[config.mk]
export PLATFORM = sky130hd
export DESIGN_NAME = regular_ni_packetizer_flat
export DESIGN_NICKNAME = d
export VERILOG_FILES = /design/src/rtl/regular_ni_packetizer_if.sv /design/src/rtl/regular_ni_packetizer.sv /design/src/flat_wrapper.sv
export SDC_FILE = /design/constraint.sdc
export NUM_CORES = 1
export LEC_CHECK = 0
export CAP_MARGIN = 10
export CORE_ASPECT_RATIO = 0.5
export CORE_MARGIN = 4
export CORE_UTILIZATION = 45
export CTS_CLUSTER_DIAMETER = 30
export CTS_CLUSTER_SIZE = 14
export DETAILED_ROUTE_END_ITERATION = 16
export GPL_TIMING_DRIVEN = 0
export PLACE_DENSITY = 0.72
export SLEW_MARGIN = 30
export SYNTH_ARGS = -nofsm -noshare
export SYNTH_HDL_FRONTEND = slang
export SYNTH_SLANG_ARGS = --single-unit
[constraint.sdc]
create_clock -name clk_division -period 5.1 [get_ports clk_division]
set_input_delay 0.51 -clock clk_division [delete_from_list [all_inputs] [get_ports clk_division]]
set_output_delay 0.51 -clock clk_division [all_outputs]
set_load 0.02 [all_outputs]
[src/rtl/regular_ni_packetizer_if.sv]
// Regular-NI packetizer bus bundle: FIFO read side plus local router injection port.
interface regular_ni_packetizer_if;
   logic [3:0]  core_address;
   logic        fifo_empty;
   logic [15:0] fifo_data;
   logic        fifo_rd;
   logic        credit_in;
   logic [17:0] flit_out;
   logic        flit_valid;
   logic        pkt_sent;
   logic        err_seq;

   // Packetizer side: consumes FIFO words and credits, produces flits.
   modport master (
      input  core_address,
      input  fifo_empty,
      input  fifo_data,
      input  credit_in,
      output fifo_rd,
      output flit_out,
      output flit_valid,
      output pkt_sent,
      output err_seq
   );

   // Environment side: FIFO and router.
   modport slave (
      output core_address,
      output fifo_empty,
      output fifo_data,
      output credit_in,
      input  fifo_rd,
      input  flit_out,
      input  flit_valid,
      input  pkt_sent,
      input  err_seq
   );
endinterface

[src/rtl/regular_ni_packetizer.sv]
// Regular-NI packetizer: pops tag/data words from the NI FIFO, wraps them into
// head/body/tail flits for the local router port under credit flow control,
// and closes partial packets after a FIFO-idle timeout.
module regular_ni_packetizer #(
   parameter logic [3:0]  SINK_ADDR     = 4'd0,
   parameter int unsigned PAIRS_PER_PKT = 4,
   parameter int unsigned CREDITS       = 4,
   parameter int unsigned TIMEOUT       = 255
) (
   input  logic                     clk_division,
   input  logic                     rst,
   regular_ni_packetizer_if.master  bus
);

   localparam int unsigned CW            = $clog2(CREDITS + 1);
   localparam logic [CW-1:0] CREDIT_MAX  = CW'(CREDITS);
   localparam logic [7:0] WORDS_PER_PKT  = 8'(2 * PAIRS_PER_PKT);
   localparam logic [7:0] TMR_LIMIT      = 8'(TIMEOUT);
   localparam logic [2:0] TAG_TAG_WORD   = 3'b000;
   localparam logic [2:0] TAG_DATA_WORD  = 3'b110;

   typedef enum logic [2:0] {
      S_IDLE,
      S_HEAD,
      S_FETCH,
      S_WAITD,
      S_TAIL
   } state_t;

   state_t          r_state;
   logic [CW-1:0]   r_credit;
   logic [7:0]      r_word_cnt;
   logic [7:0]      r_idle_tmr;
   logic [17:0]     r_flit_out;
   logic            r_flit_valid;
   logic            r_pkt_sent;
   logic            r_err_seq;

   logic            w_has_credit;
   logic            w_fetch;
   logic            w_flit_sched;
   logic [2:0]      w_tag_exp;
   logic [7:0]      w_word_cnt_inc;
   logic [7:0]      w_tmr_inc;

   assign w_has_credit   = (r_credit != '0);
   // Pop only when a word is there and a buffer slot is guaranteed for its body flit.
   assign w_fetch        = rst && (r_state == S_FETCH) && !bus.fifo_empty && w_has_credit;
   // A flit leaves on the edge closing HEAD, WAITD, or a credited TAIL cycle.
   assign w_flit_sched   = (r_state == S_HEAD) || (r_state == S_WAITD) ||
                           ((r_state == S_TAIL) && w_has_credit);
   assign w_tag_exp      = r_word_cnt[0] ? TAG_DATA_WORD : TAG_TAG_WORD;
   assign w_word_cnt_inc = r_word_cnt + 8'd1;
   assign w_tmr_inc      = r_idle_tmr + 8'd1;

   assign bus.fifo_rd    = w_fetch;
   assign bus.flit_out   = r_flit_out;
   assign bus.flit_valid = r_flit_valid;
   assign bus.pkt_sent   = r_pkt_sent;
   assign bus.err_seq    = r_err_seq;

   // Credit counter: one per flit sent, one per router release, saturating at the buffer depth.
   always_ff @(posedge clk_division) begin
      if (!rst) begin
         r_credit <= CREDIT_MAX;
      end else if (w_flit_sched && !bus.credit_in) begin
         r_credit <= r_credit - CW'(1);
      end else if (!w_flit_sched && bus.credit_in && (r_credit != CREDIT_MAX)) begin
         r_credit <= r_credit + CW'(1);
      end
   end

   // Packet FSM with registered flit outputs, word counter, idle timer and sequence check.
   always_ff @(posedge clk_division) begin
      if (!rst) begin
         r_state      <= S_IDLE;
         r_word_cnt   <= 8'd0;
         r_idle_tmr   <= 8'd0;
         r_flit_out   <= 18'd0;
         r_flit_valid <= 1'b0;
         r_pkt_sent   <= 1'b0;
         r_err_seq    <= 1'b0;
      end else begin
         r_flit_valid <= 1'b0;
         r_pkt_sent   <= 1'b0;
         case (r_state)
            S_IDLE: begin
               if (!bus.fifo_empty && w_has_credit) begin
                  r_state <= S_HEAD;
               end
            end
            S_HEAD: begin
               r_flit_out   <= {2'b01, 3'b001, 5'd0, SINK_ADDR, bus.core_address};
               r_flit_valid <= 1'b1;
               r_idle_tmr   <= 8'd0;
               r_state      <= S_FETCH;
            end
            S_FETCH: begin
               if (w_fetch) begin
                  r_idle_tmr <= 8'd0;
                  r_state    <= S_WAITD;
               end else if (bus.fifo_empty) begin
                  // Idle cycles close a partial packet; a credit stall alone does not.
                  if (w_tmr_inc == TMR_LIMIT) begin
                     r_idle_tmr <= 8'd0;
                     r_state    <= S_TAIL;
                  end else begin
                     r_idle_tmr <= w_tmr_inc;
                  end
               end
            end
            S_WAITD: begin
               r_flit_out   <= {2'b00, bus.fifo_data};
               r_flit_valid <= 1'b1;
               if (bus.fifo_data[15:13] != w_tag_exp) begin
                  r_err_seq <= 1'b1;
               end
               r_word_cnt <= w_word_cnt_inc;
               r_state    <= (w_word_cnt_inc == WORDS_PER_PKT) ? S_TAIL : S_FETCH;
            end
            S_TAIL: begin
               if (w_has_credit) begin
                  r_flit_out   <= {2'b10, 3'b111, 5'd0, r_word_cnt};
                  r_flit_valid <= 1'b1;
                  r_pkt_sent   <= 1'b1;
                  r_word_cnt   <= 8'd0;
                  r_state      <= S_IDLE;
               end
            end
            default: begin
               r_state <= S_IDLE;
            end
         endcase
      end
   end

endmodule

[src/flat_wrapper.sv]
// flat-port wrapper written by rule: the top's interface ports become plain ports
module regular_ni_packetizer_flat 
#(
   parameter logic [3:0]  SINK_ADDR     = 4'd0,
   parameter int unsigned PAIRS_PER_PKT = 4,
   parameter int unsigned CREDITS       = 4,
   parameter int unsigned TIMEOUT       = 255
)
  (clk_division, rst, bus_core_address, bus_fifo_empty, bus_fifo_data, bus_credit_in, bus_fifo_rd, bus_flit_out, bus_flit_valid, bus_pkt_sent, bus_err_seq);
  regular_ni_packetizer_if bus_i ();
  input  logic clk_division;
  input  logic rst;
  input wire logic [$bits(bus_i.core_address)-1:0] bus_core_address;
  input wire logic [$bits(bus_i.fifo_empty)-1:0] bus_fifo_empty;
  input wire logic [$bits(bus_i.fifo_data)-1:0] bus_fifo_data;
  input wire logic [$bits(bus_i.credit_in)-1:0] bus_credit_in;
  output wire logic [$bits(bus_i.fifo_rd)-1:0] bus_fifo_rd;
  output wire logic [$bits(bus_i.flit_out)-1:0] bus_flit_out;
  output wire logic [$bits(bus_i.flit_valid)-1:0] bus_flit_valid;
  output wire logic [$bits(bus_i.pkt_sent)-1:0] bus_pkt_sent;
  output wire logic [$bits(bus_i.err_seq)-1:0] bus_err_seq;
  assign bus_i.core_address = bus_core_address;
  assign bus_i.fifo_empty = bus_fifo_empty;
  assign bus_i.fifo_data = bus_fifo_data;
  assign bus_i.credit_in = bus_credit_in;
  assign bus_fifo_rd = bus_i.fifo_rd;
  assign bus_flit_out = bus_i.flit_out;
  assign bus_flit_valid = bus_i.flit_valid;
  assign bus_pkt_sent = bus_i.pkt_sent;
  assign bus_err_seq = bus_i.err_seq;
  regular_ni_packetizer #(.SINK_ADDR(SINK_ADDR), .PAIRS_PER_PKT(PAIRS_PER_PKT), .CREDITS(CREDITS), .TIMEOUT(TIMEOUT)) u_core (.clk_division(clk_division), .rst(rst), .bus(bus_i));
endmodule
==> results of run 1 <==
==> power by group through the flow <==
| stage | Combinational (mW) | Clock [mW] | Sequential, mW |
|---|---|---|---|
| 2_1_floorplan | 0.0518 | 0 | 0.367 |
| 3_3_place_gp | 0.104 | 0 | 0.360 |
| 3_5_place_dp | 0.106 | 0 | 0.361 |
| 4_1_cts | 0.106 | 0.281 | 0.353 |
| 5_1_grt | 0.117 | 0.300 | 0.354 |
| 6_report | 0.107 | 0.282 | 0.353 |
==> cell usage after synthesis, drive strengths merged (6+ instances only) <==
cell	count	share of area
dfxtp	43	0.38
nor2	34	0.057
a21oi	29	0.065
nor3	19	0.047
o21ai	16	0.041
nand3	15	0.036
nand2	14	0.023
buf	8	0.023
a22oi	6	0.020
inv	6	0.010
or3	6	0.017
==> cell families (layout without fill, tap and decap cells) <==
group | Yosys count | count (layout)
xor gates and xnor gates | 4 | 4
DFF | 43 | 43
and+or+nand+nor | 119 | 119
muxes | 2 | 2
buffers and inverters | 20 | 73
adders and majority gates | 5 | 5
AOI/OAI and AO/OA | 79 | 79
==> routing by layer <==
metal / up-vias / track usage
met5: - / 0
met4: 0 / 0.0504
met3: 8 / 0.0489
met2: 91 / 0.333
met1: 1103 / 0.271
li1: 1107 / -
==> registers in the layout, indices dropped and copies added (netlist names) <==
signal	count
u_core.r_state	3
u_core.bus.pkt_sent	1
u_core.bus.flit_out	18
u_core.bus.err_seq	1
u_core.r_credit	3
u_core.r_idle_tmr	8
u_core.r_word_cnt	8
u_core.bus.flit_valid	1
==> worst max path at each step <==
stage | to | slack (ns)
floorplan | u_core.r_credit[2] | 2.99
global placement | bus_fifo_rd | 2.63
detailed placement | bus_fifo_rd | 2.60
CTS | bus_fifo_rd | 2.60
global route | bus_fifo_rd | 2.52
finish | bus_fifo_rd | 2.59
==> final cells by class <==
| cell class | count | area share |
|---|---|---|
| plain buffers | 13 | 0.0247 |
| clock buffers | 5 | 0.0238 |
| clock inverters | 3 | 0.0165 |
| inverters | 7 | 0.00909 |
| multi-input cells | 209 | 0.443 |
| flip-flops and latches | 43 | 0.298 |
| well taps | 66 | 0.0286 |
| repair buffers | 45 | 0.156 |
==> metrics by stage <==
| step | power, mW | area, sq um | hold slack, ns | setup slack, ns |
|---|---|---|---|---|
| 2_1_floorplan | 0.419 | 2240 | 0.463 | 2.99 |
| 3_3_place_gp | 0.464 | 2770 | 0.446 | 2.63 |
| 3_5_place_dp | 0.466 | 2770 | 0.451 | 2.60 |
| 4_1_cts | 0.740 | 2890 | 0.464 | 2.60 |
| 5_1_grt | 0.771 | 2890 | 0.511 | 2.52 |
| 6_report | 0.742 | 2890 | 0.461 | 2.59 |
==> worst max-delay path, cell delays in order <==
cell and delay [ns]:
clkdlybuf4s50_1 0.52, o31ai_4 0.11, nor3_1 0.22, clkdlybuf4s50_1 0.64
==> run metrics, run 1 <==
r2r startpoint u_core.r_state[1]; CTS root buffer clkbuf_8; # DRC 0; number of synthesized flops with an enable pin 0; Critical Path RT 4.59 ns; initial antenna violation count 0; number of distinct library cells after synthesis 51; Max Clock Freq 0.398 GHz; leakage 1.00 nW; Syn-to-layout area delta 29.0%; PwrDens 257 mW/mm^2; Synth Warn # 0; Worst Tran Pin Value 0.614 ns; Yosys reg bits 43; combinational fraction of design power 0.144; Reg power frac 0.475; Initial DRC Count 142; TritonCTS clock tree yes; sequential-to-total area share from yosys stat 0.384; PortBufs 45; routability cong. 0.869; first-pass GRT wire length 10200 microns; crit-path max FO 4; Net Sw Frac 0.268; placed insts 383; Power Internal 0.543 mW; multi-input logic area 0.00128 sq mm; Die Y 57.9 microns; Async SR Flop Fraction 0; initial core utilization 0.487; gr usage total 0.203; DR WL met2 2820 microns; largest net degree at the start of global routing 16; reg-to-reg endpoint u_core.r_credit[2]; setup violators final 0; Worst Path Arrival 2.00 ns; clock skew 0.00736 ns; startpoint type of the worst setup path input port; R2R cell count 7; routed wl met3 381 microns; drt pass-1 iters 5; status finished clean; P_sw 0.199 mW; Final period util 0.492; largest family of logic cells by synthesized area simple AND/OR/NAND/NOR gates; Util after Layout 0.629; compound-gate portion of the synthesized area 0.237; CTS Hold Bufs 0; Register Area 861 sq um; wl on met1 2890 microns; Max IR drop VDD 144 uV; Post-DRT Antenna Nets 0; Worst slew margin 0.591; Hold Path Class reg -> reg; # clock sinks 43; Max-cap violations 0; die width 108 microns; Avg Inst Size Synth 8.23 sq um; Cells on Worst Hold Path 2; Worst R2R Setup Slack 2.72 ns; vias in the first global route 2162; clk buf depth 2; Clk pwr share 0.381; top sig layer met4; setup TNS 0 ns; clock transition at the registers of the reported paths 0.09 ns; minimum clock period 2.51 ns; Worst Hold Path EP u_core.bus.flit_out[17]; Post-Synth Simple-Gate Area 0.279; Die ar. 0.00624 sq mm; Skew-Pair Late Insertion Delay 0.31 ns; GRT overflow 0; final slew viol count 0; WL per Instance 15.7 microns; critical path type in -> out; Final Non-Filler Cells 391; critical hold path startpoint u_core.bus.flit_out[17]; Crit. End Element primary output; share of layout cells above drive strength 1 0.0954; Top Ports 46; fin nets 353; area share of xor/xnor cells in the synthesized design 0.0156; Final Routed Wirelength 6140 microns; Fin. Hold Viols 0; Via density 5.91; CORE AREA 0.00459 sq mm; post-synthesis mux area share 0.00950; Antenna Cells 0; Post-Synth Adder-Cell Area 0.0313; number of buffers created by CTS 5; worst setup path start rst; via count 2309; most frequent cells in the layout clkdlybuf4s50_1, dfxtp_1, nor2_1; Post-synth top flop dfxtp_1; row count 17; syn_nets 301; fill count 447; CTS H-tree depth 2; HPWL after DPL 4390 microns; # resized after CTS 0; commonest non-fill, non-tap cell in the layout clkdlybuf4s50_1; Synth Instances 272; number of setup buffers added after CTS 0; Post-Syn Area 0.00224 sq mm; RSZ-0062 raised after global routing false
Power figures use the tool's default switching activity.
==> run 2: changes to the inputs <==
Settings changed: PLACE_DENSITY 0.72 to 0.74.
Clock period 5.1 ns to 2 ns, I/O delays scaled along.
==> run metrics, run 2 (synthesis gave the netlist of run 1 again) <==
status complete, but fails checks; failing checks setup timing; Worst Setup Slack, final -0.0190 ns; Worst Tran Pin Value 0.555 ns; Final period util 1.01; final slew viol count 0; drt pass-1 iters 5; # DRC 0; Max IR drop VDD 304 uV; Hold Path Class reg -> reg; TritonCTS clock tree yes; RSZ-0062 raised after global routing true; # clock sinks 43; die width 108 microns; Final Non-Filler Cells 402; PortBufs 45; Worst Path Arrival 2.18 ns; minimum clock period 2.02 ns; Via density 5.75; Die Y 57.9 microns; via count 2313; first-pass GRT wire length 10200 microns; multi-input logic area 0.00131 sq mm; clock skew 0.00589 ns; clk buf depth 2; CTS H-tree depth 2; Crit. End Element register; CORE AREA 0.00459 sq mm; commonest non-fill, non-tap cell in the layout clkdlybuf4s50_1; crit-path max FO 3; startpoint type of the worst setup path register; Critical Path RT 2.17 ns; placed insts 383; Max-cap violations 0; CTS Hold Bufs 0; number of buffers created by CTS 5; Syn-to-layout area delta 34.6%; Final Routed Wirelength 6200 microns; Antenna Cells 0; PnR Total Power 1.90 mW; share of layout cells above drive strength 1 0.158; Register Area 868 sq um; initial antenna violation count 0; Area after DPL 0.00278 sq mm; GRT overflow 0; Skew-Pair Late Insertion Delay 0.30 ns; CTS root buffer clkbuf_8; PwrDens 631 mW/mm^2; Fin. Hold Viols 0; leakage 1.09 nW; fill count 396; Max Clock Freq 0.495 GHz; HPWL after DPL 4320 microns; vias in the first global route 2156; clock transition at the registers of the reported paths 0.08 ns; Top Ports 46; most frequent cells in the layout clkdlybuf4s50_1, dfxtp_1, nor2_1; routability cong. 0.896; number of flip-flops in the largest register 18; initial core utilization 0.487; fin nets 364; row count 17; setup TNS -0.0190 ns; Initial DRC Count 126; Worst slew margin 0.625; largest net degree at the start of global routing 14; Post-DRT Antenna Nets 0; WHS 0.461 ns; critical path type reg -> reg; Die ar. 0.00624 sq mm; Final Instance Area 0.00302 sq mm; gr usage total 0.206; setup violators final 1; WL per Instance 15.4 microns
==> run 2: timing repair <==
item,CTS,global route
resized for setup,3,9
buffers inserted,8,3
gates cloned,0,0
endpoints found under the setup margin,2,17
pin swaps,5,4
==> run 2: area by class of cell <==
class,instances,share of cell area
well taps,66,0.0274
repair buffers,56,0.178
clock inverters,2,0.0116
inverters,7,0.00871
clock buffers,6,0.0274
flip-flops and latches,43,0.288
plain buffers,13,0.0237
multi-input cells,209,0.436
==> run 2: routing by layer <==
layer | wire (microns) | GRT usage
met2 | 2910 | 0.323
met3 | 263 | 0.0434
met1 | 2930 | 0.284
met5 | 0 | 0
met4 | 87 | 0.0701
==> run 2: where the power goes <==
group | internal [mW] | switching [mW]
clock network | 0.404 | 0.305
registers | 0.878 | 0.0198
logic | 0.142 | 0.155
total | 1.42 | 0.480
==> run 2: through the flow <==
step / util / setup slack (ns)
5_1_grt: 0.656 / -0.0710
6_report: 0.656 / -0.0190
3_5_place_dp: 0.605 / -0.274
2_1_floorplan: - / -0.0821
3_3_place_gp: 0.605 / -0.233
4_1_cts: 0.645 / 0.00347
==> run 2: final timing paths <==
path                           start                 endpoint  slack (ns)  cells past startpoint
min          u_core.bus.flit_out[17]  u_core.bus.flit_out[17]        0.46                      2
max                u_core.r_state[1]       u_core.r_credit[2]       -0.02                      7
min reg2reg  u_core.bus.flit_out[17]  u_core.bus.flit_out[17]        0.46                      2
max reg2reg        u_core.r_state[1]       u_core.r_credit[2]       -0.02                      7
==> run 2: critical path: stages, from the launching register on <==
cell and delay (ns):
dfxtp_4 0.35, or3b_4 0.41, o21ai_4 0.22, nand2b_4 0.08, fa_2 0.36, nor3b_1 0.17, nor3_1 0.23, o21ai_1 0.08
==> run 3: changes to the inputs <==
Clock period 2 ns to 1.6 ns, I/O delays scaled along.
==> run metrics, run 3 (synthesis gave the netlist of run 1 again) <==
status complete, but fails checks; failing checks setup timing; Initial DRC Count 127; vias in the first global route 2192; number of buffers created by CTS 5; Worst Setup Slack, final -0.341 ns; CTS root buffer clkbuf_8; PnR Total Power 2.43 mW; PwrDens 720 mW/mm^2; gr usage total 0.214; setup violators final 28; fin nets 371; Skew-Pair Late Insertion Delay 0.30 ns; Fin. Hold Viols 0; leakage 1.19 nW; Cells on Worst Hold Path 2; R2R cell count 7; largest net degree at the start of global routing 14; CTS Hold Bufs 0; Final Instance Area 0.00337 sq mm; Worst Tran Pin Value 0.500 ns; Hold Path Class reg -> reg; row count 17; startpoint type of the worst setup path register; Final Non-Filler Cells 409; TritonCTS clock tree yes; P_sw 0.627 mW; die width 108 microns; share of layout cells above drive strength 1 0.306; Top Ports 46; combinational fraction of design power 0.172; Antenna Cells 0; first-pass GRT wire length 10800 microns; initial antenna violation count 0; placed insts 383; GRT overflow 0; RSZ-0062 raised after global routing true; drt pass-1 iters 4; Area after DPL 0.00280 sq mm; Critical Path RT 1.78 ns; Max IR drop VDD 397 uV; Syn-to-layout area delta 50.6%; Crit. End Element register; initial core utilization 0.487; Clk pwr share 0.367; fill count 351; Post-DRT Antenna Nets 0; Worst Path Arrival 2.13 ns; CORE AREA 0.00459 sq mm; Final Routed Wirelength 6650 microns; critical path type reg -> reg; Die Y 57.9 microns; Register Area 881 sq um; Max Clock Freq 0.515 GHz; Reg power frac 0.461; HPWL after DPL 4350 microns; Final period util 1.21; Net Sw Frac 0.258; Worst slew margin 0.662; Util after Layout 0.734; WL per Instance 16.3 microns; Via density 5.79; minimum clock period 1.94 ns; final slew viol count 0; # clock sinks 43; most frequent cells in the layout clkdlybuf4s50_1, dfxtp_1, nor2_1; Power Internal 1.80 mW; number of flip-flops in the largest register 18; crit-path max FO 3; clock skew 0.00849 ns; multi-input logic area 0.00154 sq mm; Max-cap violations 0; Die ar. 0.00624 sq mm; via count 2368; CTS H-tree depth 2; PortBufs 45; routability cong. 0.885; clk buf depth 2; # DRC 0; commonest non-fill, non-tap cell in the layout clkdlybuf4s50_1; clock transition at the registers of the reported paths 0.09 ns
==> run 3: cell types whose count changed in the layout (fill, tap and decap cells not counted), moves of 4 or more <==
| cell | before | now |
|---|---|---|
| o21ai_2 | 0 | 4 |
| buf_6 | 2 | 6 |
| o21ai_0 | 14 | 6 |
| a21oi_1 | 28 | 19 |
| a22oi_1 | 6 | 0 |
| nand3_1 | 14 | 10 |
| dfxtp_1 | 39 | 35 |
| a21oi_2 | 1 | 8 |
| o21ai_1 | 1 | 5 |
| a22oi_2 | 0 | 6 |
| nand3_2 | 1 | 5 |
==> run 3: layout make-up <==
class	instances	area share
well taps	66	0.0245
repair buffers	63	0.188
clock inverters	2	0.0104
plain buffers	13	0.0267
flip-flops and latches	43	0.261
clock buffers	6	0.0245
multi-input cells	209	0.457
inverters	7	0.00779
==> run 3: final timing paths <==
path                            from                       to  slack (ns)
max                u_core.r_state[1]       u_core.r_credit[2]       -0.34
min          u_core.bus.flit_out[17]  u_core.bus.flit_out[17]        0.47
max reg2reg        u_core.r_state[1]       u_core.r_credit[2]       -0.34
min reg2reg  u_core.bus.flit_out[17]  u_core.bus.flit_out[17]        0.47
==> run 3: what timing repair did <==
action,4_1_cts,5_1_grt
pin swaps,19,22
resized for setup,59,29
setup buffers,9,10
setup endpoints to repair,30,42
cloned,1,0
hold endpoints to repair,0,0
==> run 3: worst max-delay path: stages (launching register included) <==
cell and delay (ns):
dfxtp_4 0.35, or3b_4 0.41, o21ai_4 0.19, nand2b_4 0.08, fa_2 0.37, nor4b_2 0.22, o21a_1 0.15, o21ai_1 0.05
==> run 3: power by group through the flow <==
stage	logic [mW]	clock network [mW]	registers, mW
floorplan	0.167	0	1.17
global placement	0.332	0	1.15
detailed placement	0.338	0	1.15
CTS	0.392	0.892	1.12
global route	0.448	0.951	1.12
finish	0.418	0.891	1.12
==> run 3: through the flow <==
step / worst slack, ns / TNS (ns) / hold WS, ns
finish: -0.341 / -3.80 / 0.470
CTS: -0.358 / -3.09 / 0.470
global placement: -0.598 / -8.32 / 0.449
global route: -0.412 / -6.19 / 0.516
detailed placement: -0.656 / -9.12 / 0.459
floorplan: -0.463 / -0.863 / 0.230
==> run 3: layer usage <==
metal | vias to the layer above | routed length, microns | GRT usage
li1 | 1146 | - | -
met1 | 1143 | 3120 | 0.297
met2 | 66 | 3080 | 0.341
met3 | 13 | 352 | 0.0434
met4 | 0 | 100 | 0.0576
met5 | - | 0 | 0
